--- src/rtl/group_add_pkg.sv ---
// Shared helpers for the streaming group adder: tree sizing, sign extension
// and output formatting. Build macro: GROUP_ADD_SAT_EN selects saturating
// output formatting instead of plain truncation.
package group_add_pkg;

  // Number of registered tree levels needed to reduce n lanes to one: clog2(n).
  function automatic int tree_levels(input int n);
    int l;
    l = 0;
    for (int i = 0; i < 31; i++) begin
      if ((1 << i) < n) l = i + 1;
    end
    return l;
  endfunction

  // Cycles from the accepting edge to dn_valid: input reg + L levels + output reg.
  function automatic int latency(input int n);
    return tree_levels(n) + 2;
  endfunction

  // Node count after k tree levels (pairs summed, odd top element passes).
  function automatic int level_count(input int n, input int k);
    int c;
    c = n;
    for (int i = 0; i < 31; i++) begin
      if (i < k) c = (c + 1) / 2;
    end
    return c;
  endfunction

  // Sign-extend the low w bits of x to 64 bits; callers keep the width they need.
  function automatic logic signed [63:0] sext_acc(input logic [63:0] x, input int w);
    return $signed(x << (64 - w)) >>> (64 - w);
  endfunction

  // Output formatting of a sign-extended accumulator value to out_w bits.
  function automatic logic signed [63:0] sat_trunc(input logic signed [63:0] x, input int out_w);
`ifdef GROUP_ADD_SAT_EN
    logic signed [63:0] hi;
    logic signed [63:0] lo;
    hi = (64'sd1 <<< (out_w - 1)) - 64'sd1;
    lo = -(64'sd1 <<< (out_w - 1));
    if (x > hi) return hi;
    if (x < lo) return lo;
    return x;
`else
    // Truncation: the caller keeps only the low out_w bits.
    return x;
`endif
  endfunction

endpackage

--- src/rtl/group_add_level.sv ---
// One registered level of the adder tree: adjacent pairs are summed, an odd
// top element passes through unchanged. valid/last travel with the data and
// everything holds while en is low.
module group_add_level #(
  parameter int IN_NB     = 2,
  parameter int ACC_WIDTH = 24,
  localparam int OUT_NB   = (IN_NB + 1) / 2
) (
  input  logic                        clk,
  input  logic                        rst,
  input  logic                        en,
  input  logic [IN_NB*ACC_WIDTH-1:0]  in_data,
  input  logic                        in_valid,
  input  logic                        in_last,
  output logic [OUT_NB*ACC_WIDTH-1:0] out_data,
  output logic                        out_valid,
  output logic                        out_last
);

  logic [OUT_NB*ACC_WIDTH-1:0] sum_d;

  // Combinational pair sums for this level (wrapping ACC_WIDTH adds).
  for (genvar j = 0; j < OUT_NB; j++) begin : g_node
    if ((2 * j + 1) < IN_NB) begin : g_pair
      assign sum_d[j*ACC_WIDTH +: ACC_WIDTH] = in_data[(2*j)*ACC_WIDTH +: ACC_WIDTH]
                                             + in_data[(2*j+1)*ACC_WIDTH +: ACC_WIDTH];
    end else begin : g_pass
      assign sum_d[j*ACC_WIDTH +: ACC_WIDTH] = in_data[(2*j)*ACC_WIDTH +: ACC_WIDTH];
    end
  end

  // Level register; advances only when the global stall is released.
  always_ff @(posedge clk or posedge rst) begin
    if (rst) begin
      out_data  <= '0;
      out_valid <= 1'b0;
      out_last  <= 1'b0;
    end else if (en) begin
      out_data  <= sum_d;
      out_valid <= in_valid;
      out_last  <= in_last;
    end
  end

endmodule

--- src/rtl/group_add_stream.sv ---
// Pipelined, flow-controlled signed adder tree summing GROUP_NB lanes per beat,
// optionally accumulating beat sums over an up_last-delimited packet.
// Build macro: GROUP_ADD_SAT_EN saturates dn_data instead of truncating.
//
// Handshake: a beat moves on up_valid && up_ready, a result on
// dn_valid && dn_ready. The whole pipeline shares one stall, en = !dn_valid || dn_ready,
// and up_ready = en, so dn_data/dn_valid are stable while dn_valid && !dn_ready.
module group_add_stream
  import group_add_pkg::*;
#(
  parameter int GROUP_NB  = 4,
  parameter int NUM_WIDTH = 16,
  parameter int ACC_WIDTH = 24,
  parameter int OUT_WIDTH = 16,
  parameter int ACC_MODE  = 0
) (
  input  logic                          clk,
  input  logic                          rst,
  input  logic [NUM_WIDTH*GROUP_NB-1:0] up_data,
  input  logic                          up_last,
  input  logic                          up_valid,
  output logic                          up_ready,
  output logic [OUT_WIDTH-1:0]          dn_data,
  output logic                          dn_valid,
  input  logic                          dn_ready
);

  localparam int L = tree_levels(GROUP_NB);
  localparam int W = ACC_WIDTH;

  logic en;
  assign en       = !dn_valid || dn_ready;
  assign up_ready = en;

  // Per-stage data, valid and last; index 0 is the input register, L the tree root.
  logic [GROUP_NB*W-1:0] lvl_data  [0:L];
  logic                  lvl_valid [0:L];
  logic                  lvl_last  [0:L];

  // Lanes sign-extended to ACC_WIDTH on entry.
  logic [GROUP_NB*W-1:0] in_ext;
  for (genvar i = 0; i < GROUP_NB; i++) begin : g_lane
    logic [63:0] ext;
    assign ext = sext_acc(64'(up_data[i*NUM_WIDTH +: NUM_WIDTH]), NUM_WIDTH);
    assign in_ext[i*W +: W] = ext[W-1:0];
  end

  logic [GROUP_NB*W-1:0] s0_data;
  logic                  s0_valid;
  logic                  s0_last;

  // Stage 0: input register.
  always_ff @(posedge clk or posedge rst) begin
    if (rst) begin
      s0_data  <= '0;
      s0_valid <= 1'b0;
      s0_last  <= 1'b0;
    end else if (en) begin
      s0_data  <= in_ext;
      s0_valid <= up_valid;
      s0_last  <= up_last;
    end
  end

  assign lvl_data[0]  = s0_data;
  assign lvl_valid[0] = s0_valid;
  assign lvl_last[0]  = s0_last;

  // Stages 1..L: one registered tree level each.
  for (genvar k = 1; k <= L; k++) begin : g_level
    localparam int IN_NB  = level_count(GROUP_NB, k - 1);
    localparam int OUT_NB = level_count(GROUP_NB, k);
    logic [OUT_NB*W-1:0] out_d;
    logic                out_v;
    logic                out_l;

    group_add_level #(
      .IN_NB     (IN_NB),
      .ACC_WIDTH (W)
    ) u_level (
      .clk       (clk),
      .rst       (rst),
      .en        (en),
      .in_data   (lvl_data[k-1][IN_NB*W-1:0]),
      .in_valid  (lvl_valid[k-1]),
      .in_last   (lvl_last[k-1]),
      .out_data  (out_d),
      .out_valid (out_v),
      .out_last  (out_l)
    );

    if (OUT_NB < GROUP_NB) begin : g_pad
      assign lvl_data[k] = {{((GROUP_NB - OUT_NB) * W){1'b0}}, out_d};
    end else begin : g_full
      assign lvl_data[k] = out_d;
    end
    assign lvl_valid[k] = out_v;
    assign lvl_last[k]  = out_l;
  end

  logic [W-1:0] sum;
  logic         top_valid;
  logic         top_last;
  assign sum       = lvl_data[L][W-1:0];
  assign top_valid = lvl_valid[L];
  assign top_last  = lvl_last[L];

  logic [W-1:0] acc;
  logic         first;
  logic [W-1:0] acc_next;
  logic [W-1:0] result;
  logic [63:0]  fmt_full;

  // Packet running sum; the first beat of a packet ignores any stale acc value.
  always_comb begin
    acc_next = (first ? '0 : acc) + sum;
    result   = (ACC_MODE != 0) ? acc_next : sum;
    fmt_full = sat_trunc(sext_acc(64'(result), W), OUT_WIDTH);
  end

  // Stage L+1: accumulate and output register.
  always_ff @(posedge clk or posedge rst) begin
    if (rst) begin
      dn_data  <= '0;
      dn_valid <= 1'b0;
      acc      <= '0;
      first    <= 1'b1;
    end else if (en) begin
      if (!top_valid) begin
        dn_valid <= 1'b0;
      end else if (ACC_MODE == 0) begin
        dn_data  <= fmt_full[OUT_WIDTH-1:0];
        dn_valid <= 1'b1;
      end else if (top_last) begin
        dn_data  <= fmt_full[OUT_WIDTH-1:0];
        dn_valid <= 1'b1;
        acc      <= '0;
        first    <= 1'b1;
      end else begin
        acc      <= acc_next;
        first    <= 1'b0;
        dn_valid <= 1'b0;
      end
    end
  end

endmodule

--- config.mk ---
export PLATFORM = sky130hd
export DESIGN_NAME = group_add_stream
export DESIGN_NICKNAME = d
export VERILOG_FILES = /design/src/rtl/group_add_pkg.sv /design/src/rtl/group_add_level.sv /design/src/rtl/group_add_stream.sv
export SDC_FILE = /design/constraint.sdc
export NUM_CORES = 1
export LEC_CHECK = 0
export CELL_PAD_IN_SITES_DETAIL_PLACEMENT = 2
export CELL_PAD_IN_SITES_GLOBAL_PLACEMENT = 2
export CORE_ASPECT_RATIO = 1.75
export CORE_MARGIN = 1.5
export CORE_UTILIZATION = 35
export DETAILED_ROUTE_END_ITERATION = 10
export GPL_TIMING_DRIVEN = 0
export PLACE_DENSITY = 0.81
export SLEW_MARGIN = 5
export SYNTH_ARGS = -nofsm -noshare
export SYNTH_HDL_FRONTEND = slang
export SYNTH_SLANG_ARGS = --single-unit
--- constraint.sdc ---
create_clock -name clk -period 5.1 [get_ports clk]
set_input_delay 0.765 -clock clk [delete_from_list [all_inputs] [get_ports clk]]
set_output_delay 0.765 -clock clk [all_outputs]
set_load 0.005 [all_outputs]
## Word-level counts from Yosys, hierarchy flattened

Index checks and enable logic that the tools add are counted.

| storage, ports and cells | value |
|---|---|
| bits in registers | 164 |
| latch bits | 0 |
| memory bits (writable) | 0 |
| ROM bits | 0 |
| input port bits | 69 |
| word-level logic and storage cells | 15 |
| memories | 0 |

| cells by class | value |
|---|---|
| $add $sub $neg | 3 |
| multiply operators | 0 |
| div/mod/pow operators | 0 |
| magnitude comparators | 0 |
| equality and inequality tests | 0 |
| shifts and indexed selects | 0 |
| multiplexer cells | 1 |
| bitwise operators | 0 |
| reductions and logical operators | 3 |

Operator list:

| cell | count |
|---|---|
| $add A16 B16 Y16 | 2 |
| $add A24 B24 Y24 | 1 |
| $reduce_and A2 Y1 | 1 |
| $logic_not A1 Y1 | 1 |
| $logic_or A1 B1 Y1 | 1 |
| $mux W1 | 1 |

## Logic depth before layout (Yosys ltp)

Gate-level depths: netlist of run 1.

| logic depth | value |
|---|---|
| depth in word-level cells | 3 |
| gate-level depth with buffers | 7 |

## Hierarchy

Synthesis of run 1 repeated with hierarchy kept, for this count alone.

| second synthesis, totals | value |
|---|---|
| cell total of the unflattened synthesis | 863 |
| area total of the unflattened synthesis | 9694.3 sq um |

By module, submodules not included:

| module | times used | cells an instance | area each (sq um) |
|---|---|---|---|
| group_add_level (g_level[1].u_level) | 1 | 428 | 4201.5 |
| group_add_stream | 1 | 178 | 3175.5 |
| group_add_level (g_level[2].u_level) | 1 | 257 | 2317.2 |

## Worst setup path after synthesis of run 1

Ideal clock, no wire load.

| timing | value |
|---|---|
| path type | input -> output |
| start | input port dn_ready |
| end | output port up_ready |
| arrival time | 1.538 ns |
| required time | 4.335 ns |
| setup slack | 2.797 ns |
| stages | 4 |
| buffers on the path | 2 |
| cells stage by stage | nor2b_1 clkinv_1 clkbuf_1 buf_1 |

| on the way | value |
|---|---|
| cells in the longest elaborated chain, start to end | 1 |

Ends and longest elaborated chain:

| element | RTL line | source |
|---|---|---|
| from (decl) | group_add_stream.sv:25 | `input logic dn_ready` |
| $logic_or A1 B1 Y1 | group_add_stream.sv:32 | `assign en = !dn_valid \|\| dn_ready;` |
| to (decl) | group_add_stream.sv:22 | `output logic up_ready,` |

No other way between the ends.

## Final worst setup path of run 1

Same ends and word-level chain as after synthesis.

==> results.cfg, run 1 <==
[logic_synthesis]
ys_ff_latch = 132
synthesis.area_um2 = 7280
synth_area_per_cell_um2 = 8.98
ys_types = 67
synth_common_cells = nand2_1, dfrtp_1, a21oi_1
synth_area_leaders = dfrtp_1, nand2_1, ha_1
synth_largest_area_cell = dfrtp_1
syn_nets = 928
yosys_warnings = 0
synthArstFlopShare_pct = 100
yosysTopAreaCellShare_pct = 45.4
synth.most_common_cell = nand2_1
ys_seq_area_share_pct = 45.4
synth_ff_type = dfrtp_1
synth_edf_count = 0
syn_inst = 811

[power]
peakVddDrop_mv = 0.241
leakage_nw = 4.20
power.density_nw_per_um2 = 729

[final_layout]
areaGrowthSynthToFinish_pct = 25.3
nets = 1033
drive_gt1_share_pct = 7.21
fin_cells = 1177
fill_cells = 2236
antenna_cells = 0
final_cell_area_um2 = 9130

[floorplanning]
num_rows = 69
io_pins = 87
fp.dieW_um = 112
die_y_um = 194
coreArea_um2 = 20400
dieArea_um2 = 21700
start_util_pct = 35.7

[route]
met3_length_um = 597
drc = 8
firstDrtPassIters = 7
wl_met2_mm = 13.8
drtIter0Drc = 325
routed.top_layer = met4
wl_met1_mm = 9.25
drt-vias-per-instance = 5.58
wire_per_inst_um = 21.1
vias = 6569
ant_nets = 0
postRouteWirelength_mm = 24.8

[worst_setup_path]
endpoint_kind = output port
crit_path_frequent_cell = clkdlybuf4s50_1
crit_path_start_kind = input port
worstPathArrival_ps = 3280
cp.required_ps = 4340
path_buf_inv = 5
worstPathCellList = clkdlybuf4s50_1, nor2b_1, clkinv_1, clkbuf_1, buf_1, clkdlybuf4s50_1
crit_path_top_delay_cell = clkdlybuf4s50_1
cp_max_fo = 10
max_stage_delay_ps = 530
worstSetupPathType = in2out
path_delay_family = buffers and inverters

[cts]
cts.sinks = 132
holdBufCountCts = 0
cts_setup_buffers = 0
clockBufferDepth = 2
cts_made_buffers = 17
ctsHtreeMaxLevel = 4
cts_tree = built
cts.reportedPaths.clkPinSlew_ps = 60
cts.repair.resized = 0
cts-root-buf = clkbuf_16
clock_latency_ps = 430

[global_routing]
grt_first_pass_wirelength_mm = 40.9
overflow = 0
antenna_found_initial = 0
track_usage_pct = 24.4
grt_max_degree = 71
grt_pass1_vias = 7402

[sta]
finalSetupTns_ps = 0
setup_viol = 0
rsz0062_at_grt = no
tightest_slew_ps = 950
period_share_pct = 79.3
finalHoldViolCount = 0
fmax_mhz = 247
layout_min_cycle_time_ps = 4040
skew_ps = 8.83
slew_viol_final = 0
relSlewSlack_pct = 36.7

[min_path]
hp-class = reg2reg

[status]
violations = design-rule violations
status = finished, violations left

[place]
dp_cells = 1145
hpwl_mm = 17.7
io_buffer_count = 85
gp_congestion = 0.875
placed_area_um2 = 8480

[flow_run]
drv_cap = 0
==> power breakdown <==
group	switching, mW	leakage [nW]	internal, mW	total [mW]
registers	0.303	1.56	1.49	1.79
logic	2.08	2.33	1.42	3.50
clock network	0.508	0.311	0.852	1.36
==> layout by cell type, fill, tap and decap left out, types with 6 or more instances in the layout <==
cell,n
clkbuf_1,24
nor2_1,39
o211ai_1,6
o21a_1,6
mux2_2,17
a21oi_1,52
nand2_1,261
clkbuf_16,17
o21ai_0,21
nand3_1,15
xor2_1,18
inv_1,11
nand4_1,11
xnor2_1,9
a211oi_1,11
o21bai_1,10
dfrtp_1,132
nor3_1,7
clkdlybuf4s50_1,85
ha_1,45
a21o_1,15
==> cells by family after synthesis <==
| logic type | Yosys count | share of synthesized area, % |
|---|---|---|
| AOI/OAI and AO/OA | 168 | 15.4 |
| buffers and inverters | 49 | 3.04 |
| DFF | 132 | 45.4 |
| adders and majority gates | 48 | 8.56 |
| and+or+nand+nor | 367 | 21.3 |
| xor gates and xnor gates | 27 | 3.25 |
| muxes | 20 | 3.04 |
==> per-stage QoR <==
| stage | setup slack [ps] | hold slack [ps] | util, % | power, mW |
|---|---|---|---|---|
| 2_1_floorplan | 809 | 435 | - | 4.03 |
| 3_3_place_gp | -1220 | 452 | 41.4 | 5.01 |
| 3_5_place_dp | 1080 | 469 | 41.6 | 5.17 |
| 4_1_cts | 1050 | 483 | 44.8 | 6.69 |
| 5_1_grt | 916 | 502 | 44.8 | 7.13 |
| 6_report | 1060 | 475 | 44.8 | 6.66 |
==> worst min-delay path, stage by stage, from the launching register on <==
cell,delay (ps)
dfrtp_1,340
nand2_1,50
o31ai_1,50
==> per-layer routing <==
| layer | GRT usage, % | vias up |
|---|---|---|
| li1 | - | 3024 |
| met1 | 25.8 | 3345 |
| met2 | 46.2 | 140 |
| met3 | 3.38 | 60 |
| met4 | 12.8 | 0 |
| met5 | 0 | - |
==> registers in the layout, summed over array words and instances, names as in the netlist <==
name	flops
g_level.u_level.out_valid	2
s0_data	64
g_level.u_level.out_data	48
dn_data	16
s0_valid	1
dn_valid	1
==> path summary, 6_finish.rpt <==
| path | start | to | slack [ps] | cells past startpoint |
|---|---|---|---|---|
| hold reg to reg | g_level[2].u_level.out_data[4] | g_level[2].u_level.out_data[4] | 480 | 2 |
| hold / removal | g_level[2].u_level.out_data[4] | g_level[2].u_level.out_data[4] | 480 | 2 |
| setup / recovery | dn_ready | up_ready | 1060 | 6 |
| max in group asynchronous | rst | s0_data[59] | 3560 | 3 |
| min in group asynchronous | rst | s0_data[4] | 790 | 2 |
| setup reg to reg | s0_data[0] | g_level[1].u_level.out_data[10] | 2410 | 7 |
==> layout make-up <==
type                    instances  area (µm²)  share of cell area (%)
repair buffers                 86         878                    9.63
well taps                     248         310                    3.40
plain buffers                  36         173                    1.89
multi-input cells             630        3760                    41.2
clock buffers                  19         453                    4.96
inverters                      13        53.8                   0.590
clock inverters                13         196                    2.15
flip-flops and latches        132        3300                    36.2
No activity file was read; power rests on OpenSTA's default activity.
==> inputs of run 2 (changes only) <==
- CORE_UTILIZATION: 35 -> 31
- PLACE_DENSITY: 0.81 -> 0.76
- clock period: 5.1 -> 3.27 ns (I/O delays scaled with it)
==> run 2 against run 1 <==
Net effect: the run now ends clean; via count fell by 2.9%; utilization fell by 5.2 points; clock power rose by 52%; worst hold slack got worse by 3.4 ps; first-iteration DRC count fell by 60%; clock-buffer cell count fell by 1; register-to-register slack got worse by 1800 ps; sequential share of layout area fell by 0.33 points; die area rose by 13%; routed wire length fell by 6.4%; sequential power rose by 55%; global-route usage fell by 3.8 points; critical path type unchanged; critical endpoint unchanged.
==> results.cfg, run 2 (synthesis gave the netlist of run 1 again) <==
[power]
total_power_mw = 10.2
comb_power_share_pct = 52.3
seq_power_share_pct = 27.4
power.density_nw_per_um2 = 1100
switching_share_pct = 42.7
power_frac_clock_pct = 20.4
p_int_mw = 5.82
p_sw_mw = 4.33
leakage_nw = 4.21
peakVddDrop_mv = 0.464

[final_layout]
antenna_cells = 0
largest_reg_flops = 64
final_cell_mix = nand2_1, dfrtp_1, clkdlybuf4s50_1
nets = 1034
mostFrequentLayoutCell = nand2_1
drive_gt1_share_pct = 7.53
top_regs = s0_data (64), g_level.u_level.out_data (48), dn_data (16)
fin_util_pct = 39.6
top_register = s0_data
areaGrowthSynthToFinish_pct = 26.5

[floorplanning]
fp.dieW_um = 119
dieArea_um2 = 24500
io_pins = 87
die_y_um = 206
coreArea_um2 = 23200
num_rows = 74
start_util_pct = 31.3

[route]
drc = 0
drtIter0Drc = 130
postRouteWirelength_mm = 23.2
drt-vias-per-instance = 5.17
wire_per_inst_um = 18.8
firstDrtPassIters = 4
vias = 6380
ant_nets = 0

[sta]
slew_viol_final = 0
rsz0062_at_grt = no
finalHoldViolCount = 0
layout_min_cycle_time_ps = 2980
fmax_mhz = 335
period_share_pct = 91.2
skew_ps = 13.0
tightest_slew_ps = 861
relSlewSlack_pct = 42.6
setup_viol = 0
finalSetupTns_ps = 0

[worst_setup_path]
endpoint_kind = output port
cp_max_fo = 16
cp.required_ps = 2780
crit_path_start_kind = input port
worstPathArrival_ps = 2490
worstSetupPathType = in2out

[place]
gp_congestion = 0.853
hpwl_mm = 18.1
io_buffer_count = 85

[global_routing]
overflow = 0
antenna_found_initial = 0
grt_pass1_vias = 7326
grt_max_degree = 38
track_usage_pct = 20.6
grt_first_pass_wirelength_mm = 38.7

[cts]
cts.sinks = 132
cts_tree = built
cts-root-buf = clkbuf_16
clock_latency_ps = 440
cts.reportedPaths.clkPinSlew_ps = 60
ctsHtreeMaxLevel = 4
cts_made_buffers = 17
clockBufferDepth = 2

[min_path]
hp-class = reg2reg

[status]
status = complete, no violations

[flow_run]
drv_cap = 0
## run 2: changes by cell type in the layout (fill, tap and decap cells not counted), sizes merged
cell,previous run,this run
inv,16,14
clkinv,4,7
clkbuf,46,44
buf,10,12
## run 2: path summary, 6_finish.rpt
check,from,slack (ps),cells after the start,end
max,dn_ready,290,5,up_ready
min,s0_data[74],470,2,s0_data[74]
max reg2reg,s0_data[24],610,7,g_level[1].u_level.out_data[10]
min reg2reg,s0_data[74],470,2,s0_data[74]
max in group asynchronous,rst,1860,4,dn_data[11]
min in group asynchronous,rst,550,2,s0_data[27]
## run 2: metrics by stage
step	setup WS [ps]	cells	instance area (µm²)	hold WS, ps
2_1_floorplan	1120	811	7290	435
3_3_place_gp	-379	1200	8520	451
3_5_place_dp	-364	1203	8580	462
4_1_cts	261	1234	9210	477
5_1_grt	164	1234	9210	501
6_report	288	1234	9210	472
## run 2: repair_timing
action	CTS	global route
setup endpoints to repair	1	0
hold buffers	0	0
hold endpoints to repair	0	0
buffers inserted	0	0
resized for setup	2	0
## run 2: per-layer routing
metal / routed length, µm / track usage [%] / vias to the layer above
met2: 13100 / 39.8 / 104
met5: 0 / 0 / -
met1: 8860 / 21.7 / 3214
met4: 736 / 8.30 / 0
li1: - / - / 3019
met3: 550 / 3.74 / 43
## run 2: area by class of cell
type	count	area, µm²
Clock buffer	18	429
Inverter	13	53.8
Fill cell	2581	14000
Sequential cell	132	3300
Timing Repair Buffer	88	911
Multi-Input combinational cell	630	3760
Buffer	35	169
Tap cell	304	380
Clock inverter	14	203
## run 2: critical path: stages
cell	delay (ps)
clkdlybuf4s50_1	420
nor2b_2	310
clkinv_2	350
buf_1	370
clkdlybuf4s50_1	540
## run 2: power groups by stage
stage	logic, mW	registers (mW)	clock network [mW]
2_1_floorplan	3.65	2.64	0
3_3_place_gp	5.10	2.79	0
3_5_place_dp	5.28	2.82	0
4_1_cts	5.38	2.80	2.12
5_1_grt	5.94	2.87	2.17
6_report	5.31	2.78	2.07
